--- src/rtl/shift_sequencer.sv ---
// rtl/shift_sequencer.sv - variable-amount shift/rotate sequencer built on a single-step op2bit unit
// One op2bit step is applied per clock while in SHIFT; start/busy/done handshake wraps it.

module op2bit #(
  parameter int WIDTH = 32
) (
  input  logic [WIDTH-1:0] a,
  input  logic             sra,
  input  logic             rotate,
  input  logic             op,
  output logic [WIDTH-1:0] out1
);
  always_comb begin
    out1 = a;
    if (op) begin
      if (rotate)   out1 = {a[0], a[WIDTH-1:1]};
      else if (sra) out1 = {a[WIDTH-1], a[WIDTH-1:1]};
      else          out1 = {1'b0, a[WIDTH-1:1]};
    end
  end
endmodule

module shift_sequencer #(
  parameter int WIDTH = 32,
  parameter int SHW   = 5
) (
  input  logic             clk,
  input  logic             rst_n,
  input  logic             start,
  input  logic             sra,
  input  logic             rotate,
  input  logic [WIDTH-1:0] a,
  input  logic [SHW-1:0]   shamt,
  output logic             busy,
  output logic             done,
  output logic [WIDTH-1:0] result
);
  typedef enum logic [1:0] {IDLE, SHIFT, DONE} state_t;

  state_t           state;
  logic [WIDTH-1:0] data_r;
  logic [SHW-1:0]   cnt;
  logic             sra_r;
  logic             rotate_r;
  logic             step_en;
  logic [WIDTH-1:0] out1;

  assign step_en = (state == SHIFT);
  assign busy    = (state != IDLE);

  op2bit #(.WIDTH(WIDTH)) u_step (
    .a      (data_r),
    .sra    (sra_r),
    .rotate (rotate_r),
    .op     (step_en),
    .out1   (out1)
  );

  always_ff @(posedge clk or negedge rst_n) begin
    if (!rst_n) begin
      state    <= IDLE;
      data_r   <= '0;
      cnt      <= '0;
      sra_r    <= 1'b0;
      rotate_r <= 1'b0;
      done     <= 1'b0;
      result   <= '0;
    end else begin
      done <= 1'b0;
      case (state)
        IDLE: begin
          if (start) begin
            data_r   <= a;
            cnt      <= shamt;
            sra_r    <= sra;
            rotate_r <= rotate;
            if (shamt == '0) begin
              // Zero amount: result is the operand itself, no step taken.
              result <= a;
              done   <= 1'b1;
              state  <= DONE;
            end else begin
              state <= SHIFT;
            end
          end
        end
        SHIFT: begin
          data_r <= out1;
          if (cnt != '0) cnt <= cnt - 1'b1;
          // Capture the final step's output so result is valid with done.
          if (cnt == SHW'(1)) begin
            result <= out1;
            done   <= 1'b1;
            state  <= DONE;
          end
        end
        DONE: begin
          state <= IDLE;
        end
        default: state <= IDLE;
      endcase
    end
  end
endmodule

--- config.mk ---
export PLATFORM = sky130hd
export DESIGN_NAME = shift_sequencer
export DESIGN_NICKNAME = d
export VERILOG_FILES = /design/src/rtl/shift_sequencer.sv
export SDC_FILE = /design/constraint.sdc
export NUM_CORES = 1
export LEC_CHECK = 0
export ABC_AREA = 1
export CORE_MARGIN = 5
export CORE_UTILIZATION = 45
export DETAILED_ROUTE_END_ITERATION = 10
export GPL_ROUTABILITY_DRIVEN = 0
export GPL_TIMING_DRIVEN = 1
export PLACE_DENSITY = 0.83
export SYNTH_ARGS = -nofsm -noshare
export SYNTH_HDL_FRONTEND = slang
export SYNTH_HIERARCHICAL = 1
export SYNTH_SLANG_ARGS = --single-unit
--- constraint.sdc ---
create_clock -name clk -period 1.68 [get_ports clk]
set_input_delay 0.336 -clock clk [delete_from_list [all_inputs] [get_ports clk]]
set_output_delay 0.336 -clock clk [all_outputs]
set_load 0.05 [all_outputs]
==> impl_metrics.csv, run 1 <==
group,metric,value,unit
run_status,outcome,"completed",
synth,ys.warnings.count,6,
critical_path,critical_path.startpoint_type,"register",
pwr,irDropWorstVdd,1030,uV
die,die_w,105,um
pwr,powerDensity,2300,nW/um2
place,place_worst_setup_slack,-36.5,ps
critical_path,startpoint,"state[1]",
place,dpl_cell_area,4770,um2
place,hpwl,6860,um
sta,relSlewSlack,74.6,%
sta,period_share,92.3,%
cts,worstSkewPairLatency,350,ps
cts,htree_levels,3,
place,portBuffers,75,
critical_path,rr_startpoint,"state[1]",
synth,synth-main-ff-cell,"dfrtp_1",
critical_path,crit_path_max_fanout,14,
cts,numCtsBuffers,9,
cells_and_area,layout_commonest_cell,"nand2_1",
detailed_routing,wl,9540,um
sta,final_max_slew_viol_count,0,
synth,synth.ff_latch_count,74,
cells_and_area,fin_nets,662,
detailed_routing,avgRoutedWirePerCell,13.1,um
die,core_area,8720,um2
critical_path,slowest_delay,450,ps
sta,skew,5.11,ps
sta,grt_setup_unrepaired,"no",
synth,syn_inst,545,
critical_path,r2r.worst_path.cells,5,
die,start_util,46.1,%
critical_path,criticalPathCategory,"reg2reg",
critical_path,endpoint_kind,"register",
cells_and_area,layout_common_cells,"nand2_1 (301), dfrtp_1 (74), nand3_1 (42), buf_4 (42), clkdlybuf4s50_1 (40)",
synth,netlist_area,4020,um2
global_route,grt_max_degree,49,
cts,cts.sinks,74,
synth,synth-seq-area-share,46.0,%
detailed_routing,routed_via_density,4.95,
global_route,grt_first_pass_wirelength,16900,um
die,io_pins,76,
cts,cts_tree,"yes",
synth,syn-num-nets,589,
critical_path,cp.required,1930,ps
die,rows,34,
detailed_routing,num_vias,3618,
sta,hold_viol_final,0,
sta,tightest_slew,381,ps
synth,synth_edf_count,0,
cts,clock_path_buffers,2,
cells_and_area,n_antenna_cell,0,
die,die_height,105,um
cts,cts_root_buf,"clkbuf_8",
detailed_routing,antenna_left,0,
sta,setup_violations,0,
critical_path,crit_slowest_cell,"dfrtp_1",
cells_and_area,drive_gt1_share,14.6,%
detailed_routing,drc,0,
cells_and_area,fin_util,57.4,%
sta,setup_slack,129,ps
critical_path,critPathArrivalTime,1800,ps
sta,max_freq,645,MHz
synth,syn_avg_cell_area,7.38,um2
detailed_routing,drt_pass1_iterations,5,
cells_and_area,areaGrowthSynthToFinish,24.4,%
pwr,cellLeakagePower,2.66,nW
global_route,grt_pass1_vias,3650,
detailed_routing,drtIter0Drc,194,
cells_and_area,fin_area,5010,um2
synth,ys_types,29,
job,drv_cap,0,
cts,cts_setup_buffers,0,
global_route,antenna_found_initial,0,
die,die_area,10900,um2
min_path,hp-class,"in2async",
sta,min_period,1550,ps
global_route,grt_usage,18.3,%
cts,cts.clk_slew.worst_paths,80,ps
synth,synthArstFlopShare,100,%
critical_path,critical_path.cell_chain,"nor2_8 -> nand4_4 -> buf_4 -> nand3_1 -> nand2_1",
global_route,grt_overflow,0,
[cells by family after synthesis]
logic type | Yosys count | share of synthesized area [%]
AOI/OAI and AO/OA | 37 | 5.44
adders and majority gates | 2 | 0.622
buffers and inverters | 57 | 9.08
DFF | 74 | 46.0
and+or+nand+nor | 375 | 38.8
[path summary, 6_finish.rpt]
| check | slack (ps) | end |
|---|---|---|
| worst min register to register | 480 | data_r[25] |
| worst min-delay path | 410 | result[18] |
| max in group asynchronous | 770 | data_r[31] |
| worst max register to register | 130 | result[19] |
| worst max-delay path | 130 | result[19] |
| min in group clk | 480 | data_r[25] |
[registers in the layout, indices dropped and copies added (netlist names)]
| register | flops |
|---|---|
| done | 1 |
| rotate_r | 1 |
| state | 2 |
| cnt | 5 |
| result | 32 |
| data_r | 32 |
| sra_r | 1 |
[per-stage QoR]
stage / hold WS, ps / instances / total power, mW / setup TNS, ps
2_1_floorplan: 40.4 / 545 / 8.48 / 0
3_3_place_gp: 240 / 714 / 9.79 / -24.5
3_5_place_dp: 250 / 714 / 10.0 / -621
4_1_cts: 409 / 731 / 11.6 / 0
5_1_grt: 447 / 731 / 12.5 / 0
6_report: 411 / 731 / 11.5 / 0
[worst max-delay path, delay by kind of cell, from the launching register on]
family | cells | cell delay (ps)
buf+inv | 1 | 280
flops | 1 | 450
simple gates | 4 | 710
[metal layers]
layer | wire length, um | GRT usage [%] | up-vias | part of all wire [%]
met1 | 3960 | 22.2 | 1688 | 41
met2 | 4980 | 32.2 | 81 | 52
met4 | 144 | 5.37 | 0 | 1.5
met5 | 0 | 0 | - | 0
met3 | 465 | 4.69 | 15 | 4.9
li1 | - | - | 1834 | -
[cells in the mapped netlist (3+ instances only)]
| master | count | area, um2 |
|---|---|---|
| inv_1 | 23 | 86.3 |
| nand3_1 | 42 | 210 |
| o21ai_2 | 7 | 61.3 |
| inv_2 | 3 | 11.3 |
| buf_2 | 9 | 45.0 |
| a21oi_1 | 13 | 65.1 |
| dfrtp_1 | 74 | 1850 |
| buf_4 | 4 | 30.0 |
| nor2_1 | 20 | 75.1 |
| o21ai_0 | 13 | 65.1 |
| buf_6 | 12 | 135 |
| nand2_1 | 301 | 1130 |
[cell type report]
cell class | instances | area, um2
fill | 784 | 3710
sequential | 74 | 1850
multi-input combinational | 414 | 1810
timing repair buffer | 91 | 877
tap | 108 | 135
clock buffer | 10 | 128
inverter | 28 | 118
clock inverter | 6 | 91.3
[timing repair]
item / 4_1_cts / 5_1_grt
gates resized for setup: 0 / 4
hold endpoints to repair: 19 / 0
hold buffers: 1 / 0
endpoints found under the setup margin: 0 / 31
[where the power goes]
part	switching (mW)	leakage, nW	internal, mW
combinational	4.52	1.65	2.23
clock	0.684	0.0987	0.838
sequential	0.562	0.915	2.67
Power figures use the tool's default switching activity.
==> inputs of run 2 (changes only) <==
- CAP_MARGIN: not set -> 20
==> results of run 2 <==
The final DEF is identical to that of run 1; final timing and power are the same.
==> inputs of run 3 (changes only) <==
- DONT_BUFFER_PORTS: not set -> 1
- PLACE_DENSITY: 0.83 -> 0.72
==> impl_metrics.csv, run 3 (same netlist as run 1, synthesis figures left out) <==
group,metric,value,unit
critical_path,endpoint_kind,"primary output",
detailed_routing,wl,8850,um
cells_and_area,areaGrowthSynthToFinish,5.81,%
run_status,violations,"negative hold slack",
die,io_pins,76,
pwr,power_frac_comb,43.1,%
die,start_util,46.1,%
cells_and_area,drive_gt1_share,10.6,%
sta,min_period,1600,ps
pwr,cellLeakagePower,2.31,nW
die,die_area,10900,um2
pwr,pwr-share-clk,13.4,%
cells_and_area,largestRegisters,"data_r: 32 flops, result: 32 flops, cnt: 5 flops",
place,hpwl,5850,um
global_route,grt_max_degree,75,
cells_and_area,fin_nets,588,
sta,tightest_slew,529,ps
sta,grt_setup_unrepaired,"no",
place,dpl_cell_area,3970,um2
cells_and_area,fin_area,4260,um2
global_route,met2_usage,26.7,%
critical_path,criticalPathCategory,"reg2out",
sta,skew,5.43,ps
die,rows,34,
cells_and_area,layout_common_cells,"nand2_1 (301), dfrtp_1 (74), nand3_1 (42), inv_1 (23), nor2_1 (20)",
detailed_routing,routed_via_density,4.95,
pwr,p_int,5.07,mW
cells_and_area,fin_util,48.8,%
cts,cts.clk_slew.worst_paths,80,ps
pwr,irDropWorstVdd,919,uV
cts,cts_root_buf,"clkbuf_8",
sta,tns,0,ps
global_route,grt_first_pass_wirelength,14800,um
die,die_w,105,um
critical_path,crit_path_max_fanout,2,
global_route,grt_usage,16.6,%
sta,final_max_slew_viol_count,0,
detailed_routing,drc,0,
global_route,antenna_found_initial,0,
pwr,powerDensity,2480,nW/um2
global_route,busiest_layer,"met2",
cells_and_area,layout_commonest_cell,"nand2_1",
cts,htree_levels,3,
place,portBuffers,0,
cts,numCtsBuffers,9,
global_route,use_met3,5.61,%
sta,relSlewSlack,64.7,%
detailed_routing,drtIter0Drc,135,
sta,period_share,95.3,%
critical_path,critPathArrivalTime,1260,ps
pwr,netSwitchingFraction,52.1,%
cts,cts.sinks,74,
run_status,outcome,"complete, but fails checks",
cts,clock_path_buffers,2,
detailed_routing,avgRoutedWirePerCell,13.5,um
critical_path,cp.required,1340,ps
die,die_height,105,um
cts,worstSkewPairLatency,330,ps
detailed_routing,drt_pass1_iterations,4,
die,core_area,8720,um2
global_route,grt_overflow,0,
detailed_routing,antenna_left,0,
sta,setup_violations,0,
sta,max_freq,625,MHz
job,drv_cap,0,
global_route,grt_pass1_vias,3053,
cts,cts_tree,"yes",
detailed_routing,num_vias,3252,
min_path,hp-class,"in2async",
pwr,p_switching,5.50,mW
critical_path,critical_path.startpoint_type,"register",
global_route,grt_util_met1,21.1,%
pwr,p_seq_share,43.5,%
sta,hold_viol_final,74,
sta,hold_ws,-308,ps
cells_and_area,n_antenna_cell,0,
-- run 3: changes by cell type in the layout (fill, tap and decap cells not counted), moves of 2 or more --
cell             before  now
buf_12                7    1
buf_4                42   15
clkbuf_8              9   11
clkdlybuf4s50_1      40    0
-- run 3: timing repair --
item | CTS | global route
gates resized for setup | 1 | 0
endpoints found under the setup margin | 32 | 59
setup buffers | 0 | 9
pin swaps | 1 | 2
gates cloned | 1 | 0
endpoints found under the hold margin | 74 | 74
-- run 3: path summary, 6_finish.rpt --
kind                            start         end  slack (ps)  cells past startpoint
max                          state[1]        busy          80                      2
min                             rst_n      cnt[1]        -310                      0
max reg2reg                  state[1]  result[25]         160                      7
min reg2reg                data_r[17]  data_r[17]         480                      2
max in group asynchronous       rst_n   result[5]        1860                      0
min in group clk                  sra       sra_r         110                      2
-- run 3: cell type report --
type | instances | area (um2)
Fill cell | 878 | 4460
Inverter | 28 | 115
Timing Repair Buffer | 16 | 133
Tap cell | 108 | 135
Multi-Input combinational cell | 415 | 1820
Sequential cell | 74 | 1850
Clock inverter | 4 | 50.0
Clock buffer | 12 | 155
-- run 3: worst max-delay path, cell delays in order, from the launching register on --
cell,delay [ps]
dfrtp_1,460
inv_2,80
nand2_1,380
-- run 3: metrics by stage --
step | std cells | hold slack, ps | worst slack (ps) | power (mW)
finish | 657 | -308 | 79.8 | 10.6
global route | 657 | -343 | 23.9 | 11.5
CTS | 648 | -328 | -1.47 | 10.5
detailed placement | 631 | 44.1 | -27.0 | 8.99
global placement | 631 | 43.3 | 39.7 | 8.86
floorplan | 545 | 40.4 | 112 | 8.48
-- run 3: power by group through the flow --
stage               combinational [mW]  clock (mW)  sequential (mW)
global route                      5.26        1.55             4.72
finish                            4.55        1.41             4.60
global placement                  4.22           0             4.64
detailed placement                4.34           0             4.65
CTS                               4.42        1.45             4.62
floorplan                         4.01           0             4.47
-- run 3: routing by layer --
metal	up-vias	wire length, um
met5	-	0
met4	0	81
met3	7	682
met2	76	4180
met1	1483	3910
li1	1686	-
